File: src/rtl/vc_arbiter_fsm_pkg.sv
// Shared definitions for the two-class VC arbiter: word layout, widths and FSM states.
package vc_arbiter_fsm_pkg;

    localparam int DATA_SIZE  = 10;
    localparam int MAX_CONSEC = 3;
    localparam int THR_W      = 3;
    localparam int ERR_W      = 4;

    // Route bit sits just below the class bit at the top of the word.
    localparam int ROUTE_BIT  = DATA_SIZE - 2;

    localparam int CNT_W      = $clog2(MAX_CONSEC + 1);

    typedef enum logic [2:0] {
        ST_RESET  = 3'd0,
        ST_INIT   = 3'd1,
        ST_IDLE   = 3'd2,
        ST_ACTIVE = 3'd3,
        ST_ERROR  = 3'd4
    } state_t;

endpackage

File: src/rtl/vc_starve_arb.sv
// Two-way grant logic that favours VC0 but forces a VC1 grant after MAX_CONSEC
// back-to-back VC0 grants while VC1 was waiting.
module vc_starve_arb
    import vc_arbiter_fsm_pkg::*;
(
    input  logic clk,
    input  logic reset,
    input  logic en,
    input  logic elig0,
    input  logic elig1,
    output logic gnt0,
    output logic gnt1
);

    logic [CNT_W-1:0] starve_cnt;

    always_comb begin
        gnt0 = 1'b0;
        gnt1 = 1'b0;
        if (elig0 && elig1) begin
            if (starve_cnt == CNT_W'(MAX_CONSEC))
                gnt1 = 1'b1;
            else
                gnt0 = 1'b1;
        end else begin
            gnt0 = elig0;
            gnt1 = elig1;
        end
    end

    // The counter only moves when a grant is actually taken; idle cycles leave it alone.
    always_ff @(posedge clk) begin
        if (reset) begin
            starve_cnt <= '0;
        end else if (en) begin
            if (gnt1) begin
                starve_cnt <= '0;
            end else if (gnt0) begin
                if (!elig1)
                    starve_cnt <= '0;
                else if (starve_cnt != CNT_W'(MAX_CONSEC))
                    starve_cnt <= starve_cnt + 1'b1;
            end
        end
    end

endmodule

File: src/rtl/vc_arbiter_fsm.sv
// Drains two virtual-channel FIFOs into two destination FIFOs chosen by each word's
// route bit, with almost-full backpressure, threshold programming and sticky error.
module vc_arbiter_fsm
    import vc_arbiter_fsm_pkg::*;
(
    input  logic                 clk,
    input  logic                 reset,
    input  logic                 init,
    input  logic [THR_W-1:0]     thr_af_in,
    input  logic [THR_W-1:0]     thr_ae_in,
    output logic [THR_W-1:0]     thr_af,
    output logic [THR_W-1:0]     thr_ae,
    input  logic                 vc0_empty,
    input  logic                 vc1_empty,
    input  logic [DATA_SIZE-1:0] vc0_data,
    input  logic [DATA_SIZE-1:0] vc1_data,
    output logic                 vc0_pop,
    output logic                 vc1_pop,
    input  logic                 d0_almost_full,
    input  logic                 d1_almost_full,
    output logic                 d0_push,
    output logic                 d1_push,
    output logic [DATA_SIZE-1:0] d_data,
    input  logic [ERR_W-1:0]     fifo_err,
    output logic [2:0]           state,
    output logic                 idle,
    output logic                 error_out
);

    state_t               cur;
    logic                 active;
    logic                 elig0;
    logic                 elig1;
    logic                 gnt0;
    logic                 gnt1;
    logic                 any_pop;
    logic [DATA_SIZE-1:0] pop_word;

    // Reset masks the pops so a word is never removed in a cycle whose push gets dropped.
    assign active = (cur == ST_ACTIVE) && !reset;

    assign elig0 = !vc0_empty &&
                   !(vc0_data[ROUTE_BIT] ? d1_almost_full : d0_almost_full);
    assign elig1 = !vc1_empty &&
                   !(vc1_data[ROUTE_BIT] ? d1_almost_full : d0_almost_full);

    vc_starve_arb u_arb (
        .clk   (clk),
        .reset (reset),
        .en    (active),
        .elig0 (elig0),
        .elig1 (elig1),
        .gnt0  (gnt0),
        .gnt1  (gnt1)
    );

    assign vc0_pop  = active && gnt0;
    assign vc1_pop  = active && gnt1;
    assign any_pop  = vc0_pop || vc1_pop;
    assign pop_word = vc1_pop ? vc1_data : vc0_data;

    always_ff @(posedge clk) begin
        if (reset) begin
            cur     <= ST_RESET;
            thr_af  <= '0;
            thr_ae  <= '0;
            d0_push <= 1'b0;
            d1_push <= 1'b0;
            d_data  <= '0;
        end else begin
            d0_push <= any_pop && !pop_word[ROUTE_BIT];
            d1_push <= any_pop &&  pop_word[ROUTE_BIT];
            if (any_pop)
                d_data <= pop_word;

            if (cur == ST_INIT) begin
                thr_af <= thr_af_in;
                thr_ae <= thr_ae_in;
            end

            // ERROR is absorbing; elsewhere a FIFO error outranks init, which outranks flow.
            if (cur != ST_ERROR) begin
                if (|fifo_err) begin
                    cur <= ST_ERROR;
                end else if (init) begin
                    cur <= ST_INIT;
                end else begin
                    case (cur)
                        ST_RESET:  cur <= ST_INIT;
                        ST_INIT:   cur <= ST_IDLE;
                        ST_IDLE:   if (!vc0_empty || !vc1_empty) cur <= ST_ACTIVE;
                        ST_ACTIVE: if (vc0_empty && vc1_empty)   cur <= ST_IDLE;
                        default:   cur <= cur;
                    endcase
                end
            end
        end
    end

    assign state     = cur;
    assign idle      = (cur == ST_IDLE) && vc0_empty && vc1_empty;
    assign error_out = (cur == ST_ERROR);

endmodule

File: config.mk
export PLATFORM = sky130hd
export DESIGN_NAME = vc_arbiter_fsm
export DESIGN_NICKNAME = d
export VERILOG_FILES = /design/src/rtl/vc_arbiter_fsm_pkg.sv /design/src/rtl/vc_starve_arb.sv /design/src/rtl/vc_arbiter_fsm.sv
export SDC_FILE = /design/constraint.sdc
export NUM_CORES = 1
export LEC_CHECK = 0
export CORE_MARGIN = 2
export CORE_UTILIZATION = 34
export DETAILED_ROUTE_END_ITERATION = 12
export PLACE_DENSITY = 0.76
export SLEW_MARGIN = 30
export SYNTH_ARGS = -nofsm -noshare
export SYNTH_HDL_FRONTEND = slang
export SYNTH_HIERARCHICAL = 1
export SYNTH_SLANG_ARGS = --single-unit
File: constraint.sdc
create_clock -name clk -period 1.5 [get_ports clk]
set_input_delay 0.3 -clock clk [delete_from_list [all_inputs] [get_ports clk]]
set_output_delay 0.3 -clock clk [all_outputs]
set_load 0.01 [all_outputs]
==> metrics <==
outcome complete, but fails checks; violated checks setup timing; post-synthesis cell area 0.001092 mm2; Area Overhead vs Synth 83.85%; RSZ-0062 raised after global routing true; syn nets 166; total power 1.095 mW; largest net degree at the start of global routing 25; core area 0.003053 mm2; maximum vdd drop 401.5 uV; number of global-route vias before repair 1305; Leak Pwr 0.8691 nW; synthesized netlist cell count 127; Max transition margin 0.8090; drt drc 0; io pins 62; number of hold buffers added after CTS 0; fraction of layout cells with a size suffix above 1 0.3190; most frequent cells in the layout 29 x clkdlybuf4s50_1, 22 x nand2_1, 20 x buf_4; measured slew at the worst slew-check pin 285.9 ps; crit share post-route 1.030; DR pass1 iterations 4; Die Y 60.68 um; Setup Skew 6.286 ps; yosys warns 6; CTS sink cnt 23; TNS Setup -89.47 ps; first-pass GRT wire length 5.685 mm; post-synthesis sequential area ratio 0.4215; CP Launch Type input port; initial core utilization 0.3578; Pwr Density 545.3 mW/mm2; critical path class input port to output port; hold crit path type input port to register; setup ws final -44.95 ps; final wirelength 3.571 mm; DRT iter0 DRCs 37; initial antenna violation count 0; max-slew violations 0; Yosys cell types 32; CTS max path bufs 2; most common cell after layout, fill and taps aside clkdlybuf4s50_1; Reg clk slew, reported paths 120 ps; WL/cell 14.06 um; Vias 1269; vias per inst 4.996; CTS tree done; antenna diode count 0; Peak Freq 647.3 MHz; Hold WS 348.3 ps; Skew-Pair Late Insertion Delay 310 ps; Placer Congestion 0.8720; Worst Path Required 1200 ps; GRT Overall Usage 0.2087; Final Hold Viols 0; # port buffers 61; Max-Cap Viols 0; grt ovf 0; fin nets 250; H-tree depth 1; row cnt 20; Setup violations, final 3; Period minus WS final 1545 ps; Synth Register Bits 23; Arr. time, crit path 1240 ps; CP endpoint kind output port; die area 0.003682 mm2; CTS Root Cell clkbuf_4; worst slack, placed -940.2 ps; CTS Buf Count 3; Detail Placement HPWL 2.651 mm; Final ANT Viol Nets 0; CP max FO 4; Mean Syn Cell Area 8.601 um2; Die W 60.68 um
-- worst paths after layout --
kind / startpoint / to / slack (ps) / cells past startpoint
max: vc0_data[8] / vc0_pop / -40 / 7
min reg2reg: d_data[9]$_SDFFE_PP0N_ / d_data[9]$_SDFFE_PP0N_ / 490 / 2
max reg2reg: u_arb/starve_cnt[0]$_SDFFE_PP0P_ / d_data[1]$_SDFFE_PP0N_ / 60 / 7
min: vc0_data[8] / d0_push$_SDFF_PP0_ / 350 / 4
-- through the flow --
| step | utilization | instances | cell area (um2) |
|---|---|---|---|
| finish | 0.6578 | 254 | 2008 |
| global route | 0.6578 | 254 | 2008 |
| CTS | 0.6336 | 253 | 1934 |
| detailed placement | 0.6152 | 245 | 1878 |
| global placement | 0.6152 | 245 | 1878 |
| floorplan | - | 127 | 1102 |
-- synth_stat cells --
cell,count,share of area
nor2b_1,2,0.011
nand2_1,22,0.076
or4_4,1,0.010
a2111oi_2,1,0.014
clkbuf_1,3,0.010
o22ai_1,3,0.017
ha_1,2,0.023
and2_1,1,0.0057
o21a_1,1,0.0069
dfxtp_1,23,0.42
clkinv_2,1,0.0046
nand3b_1,1,0.0069
a31oi_1,1,0.0057
o21ai_0,3,0.014
or2_0,1,0.0057
nand2b_1,5,0.029
o32ai_2,1,0.015
nand2_2,1,0.0057
nand3_1,1,0.0046
mux2i_1,7,0.064
nand4b_1,2,0.016
nor3b_1,1,0.0069
inv_1,4,0.014
a21boi_0,2,0.014
a21oi_1,2,0.0092
buf_2,2,0.0092
a311oi_1,8,0.064
nor2_2,1,0.0057
nor2_1,19,0.065
and4bb_4,1,0.015
buf_6,1,0.010
a211oi_1,3,0.021
-- cells by family after synthesis --
| logic type | count (synthesis) | synth area share |
|---|---|---|
| AND/OR/NAND/NOR | 59 | 0.2635 |
| flip-flops | 23 | 0.4215 |
| AO/OA/AOI/OAI | 25 | 0.1798 |
| buffers and inverters | 11 | 0.04810 |
| adder cells (fa/ha/maj) | 2 | 0.02291 |
| multiplexers | 7 | 0.06415 |
-- sequential cells by signal (all words and copies together) (netlist names) --
signal            cells
d_data               10
state                 3
thr_ae                3
thr_af                3
u_arb/starve_cnt      2
d0_push               1
d1_push               1
-- report_power, final --
group          internal (mW)  leakage (nW)  switching [mW]
sequential             0.611         0.188         0.00196
combinational          0.133         0.663          0.0685
clock                 0.0996        0.0177           0.181
-- critical path: stages --
cell	delay [ps]
buf_8	100
buf_6	110
a211oi_4	270
a21boi_2	230
nand2_2	80
clkinv_2	60
buf_6	90
-- cell type report --
class,count,area [um2]
inverter,5,20.02
tap,44,55.05
multi-input combinational,93,688.2
clock buffer,3,22.52
clock inverter,1,5.005
sequential,23,471.7
fill,274,1045
timing repair buffer,85,745.7
-- what timing repair did --
item,4_1_cts,5_1_grt
setup buffers,5,1
resized for setup,85,17
pin swaps,7,7
gates cloned,0,0
setup endpoints to repair,42,21
-- layer usage --
metal  GRT usage  vias up  routed length (um)
met5           0        -                   0
met4     0.07453        0                 127
met3     0.04264       12                 205
met2      0.4194       52                2006
met1      0.2068      595                1231
li1            -      610                   -
Note: power is estimated with default switching activity, not from simulation.
==> RTL change (config.mk and constraints unchanged) <==
Put a register stage on the output `error_out`, with the module's reset. The value now appears one clock later. The other outputs are not delayed to match.
--- a/src/rtl/vc_arbiter_fsm.sv
+++ b/src/rtl/vc_arbiter_fsm.sv
@@ -100,5 +100,11 @@
     assign state     = cur;
     assign idle      = (cur == ST_IDLE) && vc0_empty && vc1_empty;
-    assign error_out = (cur == ST_ERROR);
+    always_ff @(posedge clk) begin
+        if (reset) begin
+            error_out <= '0;
+        end else begin
+            error_out <= (cur == ST_ERROR);
+        end
+    end
 
 endmodule
Function: changed (a bounded check fails within 4 cycles, from zero or initial values and one cycle with reset high).
==> RTL change against the original RTL <==
The run still ends with negative setup slack left. Worst setup slack worse by 0.0050 ns. Power increased by 1.4%. Hold slack improved by 0.10 ns. Cell area grew 1.6%. Count of clock-buffer cells in the layout is the same. Clock power is 3% lower. Sequential power rose by 4.6%. Routed wire length down 1.6%. Combinational power shrank 3%. Non-clock buffer count stayed put. Critical path depth increased by 1. Sequential cell count rose by 1. Area after synthesis is 1.4% higher. Critical endpoint is now vc1_pop. Highest routed layer unchanged.
==> RTL change: results (changes against the original RTL) <==
| Metric | Value |
|---|---|
| Fraction of layout cells with a size suffix above 1 | 0.284 (was 0.319) |
| Setup crit start | d0_almost_full (was vc0_data[8]) |
| GPL Wtd Cong | 0.738 (was 0.872) |
| Setup TNS | -0.0910 ns (was -0.0895 ns) |
| R2R setup slack | 0.04 ns (was 0.06 ns) |
| Area after DPL | 1890 sq um (was 1880 sq um) |
| Violations in the final reports | negative setup slack (unchanged) |
| Fin nets | 252 (was 250) |
| Via density | 4.83 (was 5.00) |
| Setup crit end | vc1_pop (was vc0_pop) |
| Total GRT Usage | 0.196 (was 0.209) |
| Initial DRC Count | 26 (was 37) |
| Pleak | 0.949 nW (was 0.869 nW) |
| Leading post-synthesis cells by cell area | dfxtp_1 43%, nand2_1 7.8%, nor2_1 6.4% (was dfxtp_1 42%, nand2_1 7.6%, nor2_1 6.5%) |
| Largest net degree at the start of global routing | 26 (was 25) |
| Final worst setup slack | -0.0500 ns (was -0.0449 ns) |
| Worst slew margin | 0.765 (was 0.809) |
| Clk_skew | 0.00305 ns (was 0.00629 ns) |
| Hpwl dp | 2570 um (was 2650 um) |
| Hold depth | 5 (was 4) |
| Setup-failing EPs final | 2 (was 3) |
| Seq/Total Area, Yosys | 0.434 (was 0.422) |
| Status | finished with violations (unchanged) |
| Syn_nets | 168 (was 166) |
| Total Wirelength | 3510 um (was 3570 um) |
| Pre-CTS setup slack | -0.828 ns (was -0.940 ns) |
| Post-synth top cells | 24 x dfxtp_1, 23 x nand2_1, 19 x nor2_1 (was 23 x dfxtp_1, 22 x nand2_1, 19 x nor2_1) |
| VDD IR-drop max | 0.000310 V (was 0.000402 V) |
| First-pass GRT wire length | 5440 um (was 5690 um) |
==> RTL change: through the flow <==
stage / hold slack (ns) / utilization / total power [mW] / cells
after detailed placement: 0.476 / 0.615 / 0.840 / 247
final: 0.452 / 0.663 / 1.11 / 255
after floorplan: 0.390 / - / 0.698 / 129
after global placement: 0.465 / 0.615 / 0.836 / 247
after global routing: 0.445 / 0.663 / 1.17 / 255
after CTS: 0.447 / 0.628 / 1.12 / 252
==> RTL change: power by group <==
part | switching (mW) | internal, mW
sequential | 0.00202 | 0.639
combinational | 0.0640 | 0.132
clock | 0.180 | 0.0938
==> RTL change: cell families after synthesis <==
| family | synth area share |
|---|---|
| flops | 0.434 |
| fa+ha+maj | 0.0226 |
| buf+inv | 0.0463 |
| compound gates | 0.175 |
| simple gates | 0.259 |
| mux | 0.0633 |
==> RTL change: metal layers <==
metal | vias up | wire (um) | GRT usage
met5 | - | 0 | 0
met4 | 0 | 50 | 0.0839
met1 | 583 | 1440 | 0.213
met3 | 4 | 128 | 0.0273
li1 | 613 | - | -
met2 | 31 | 1900 | 0.375
==> RTL change: final cells by class <==
| class | instances | area, sq um |
|---|---|---|
| multi-input combinational | 94 | 673 |
| tap | 44 | 55.1 |
| inverter | 5 | 18.8 |
| clock buffer | 3 | 22.5 |
| timing repair buffer | 85 | 781 |
| sequential | 24 | 490 |
| fill | 272 | 1040 |
==> RTL change: worst max-delay path: stages <==
cell      delay (ns)
buf_2           0.11
nor2b_4         0.13
a211oi_4        0.25
buf_4           0.16
a21boi_2        0.05
nand2_1         0.09
inv_2           0.05
buf_6           0.11
==> RTL change: repair_timing <==
action | in CTS | in global routing
endpoints found under the hold margin | 0 | 0
resized for setup | 67 | 22
pin swaps | 5 | 7
buffers inserted | 3 | 3
setup endpoints to repair | 31 | 18
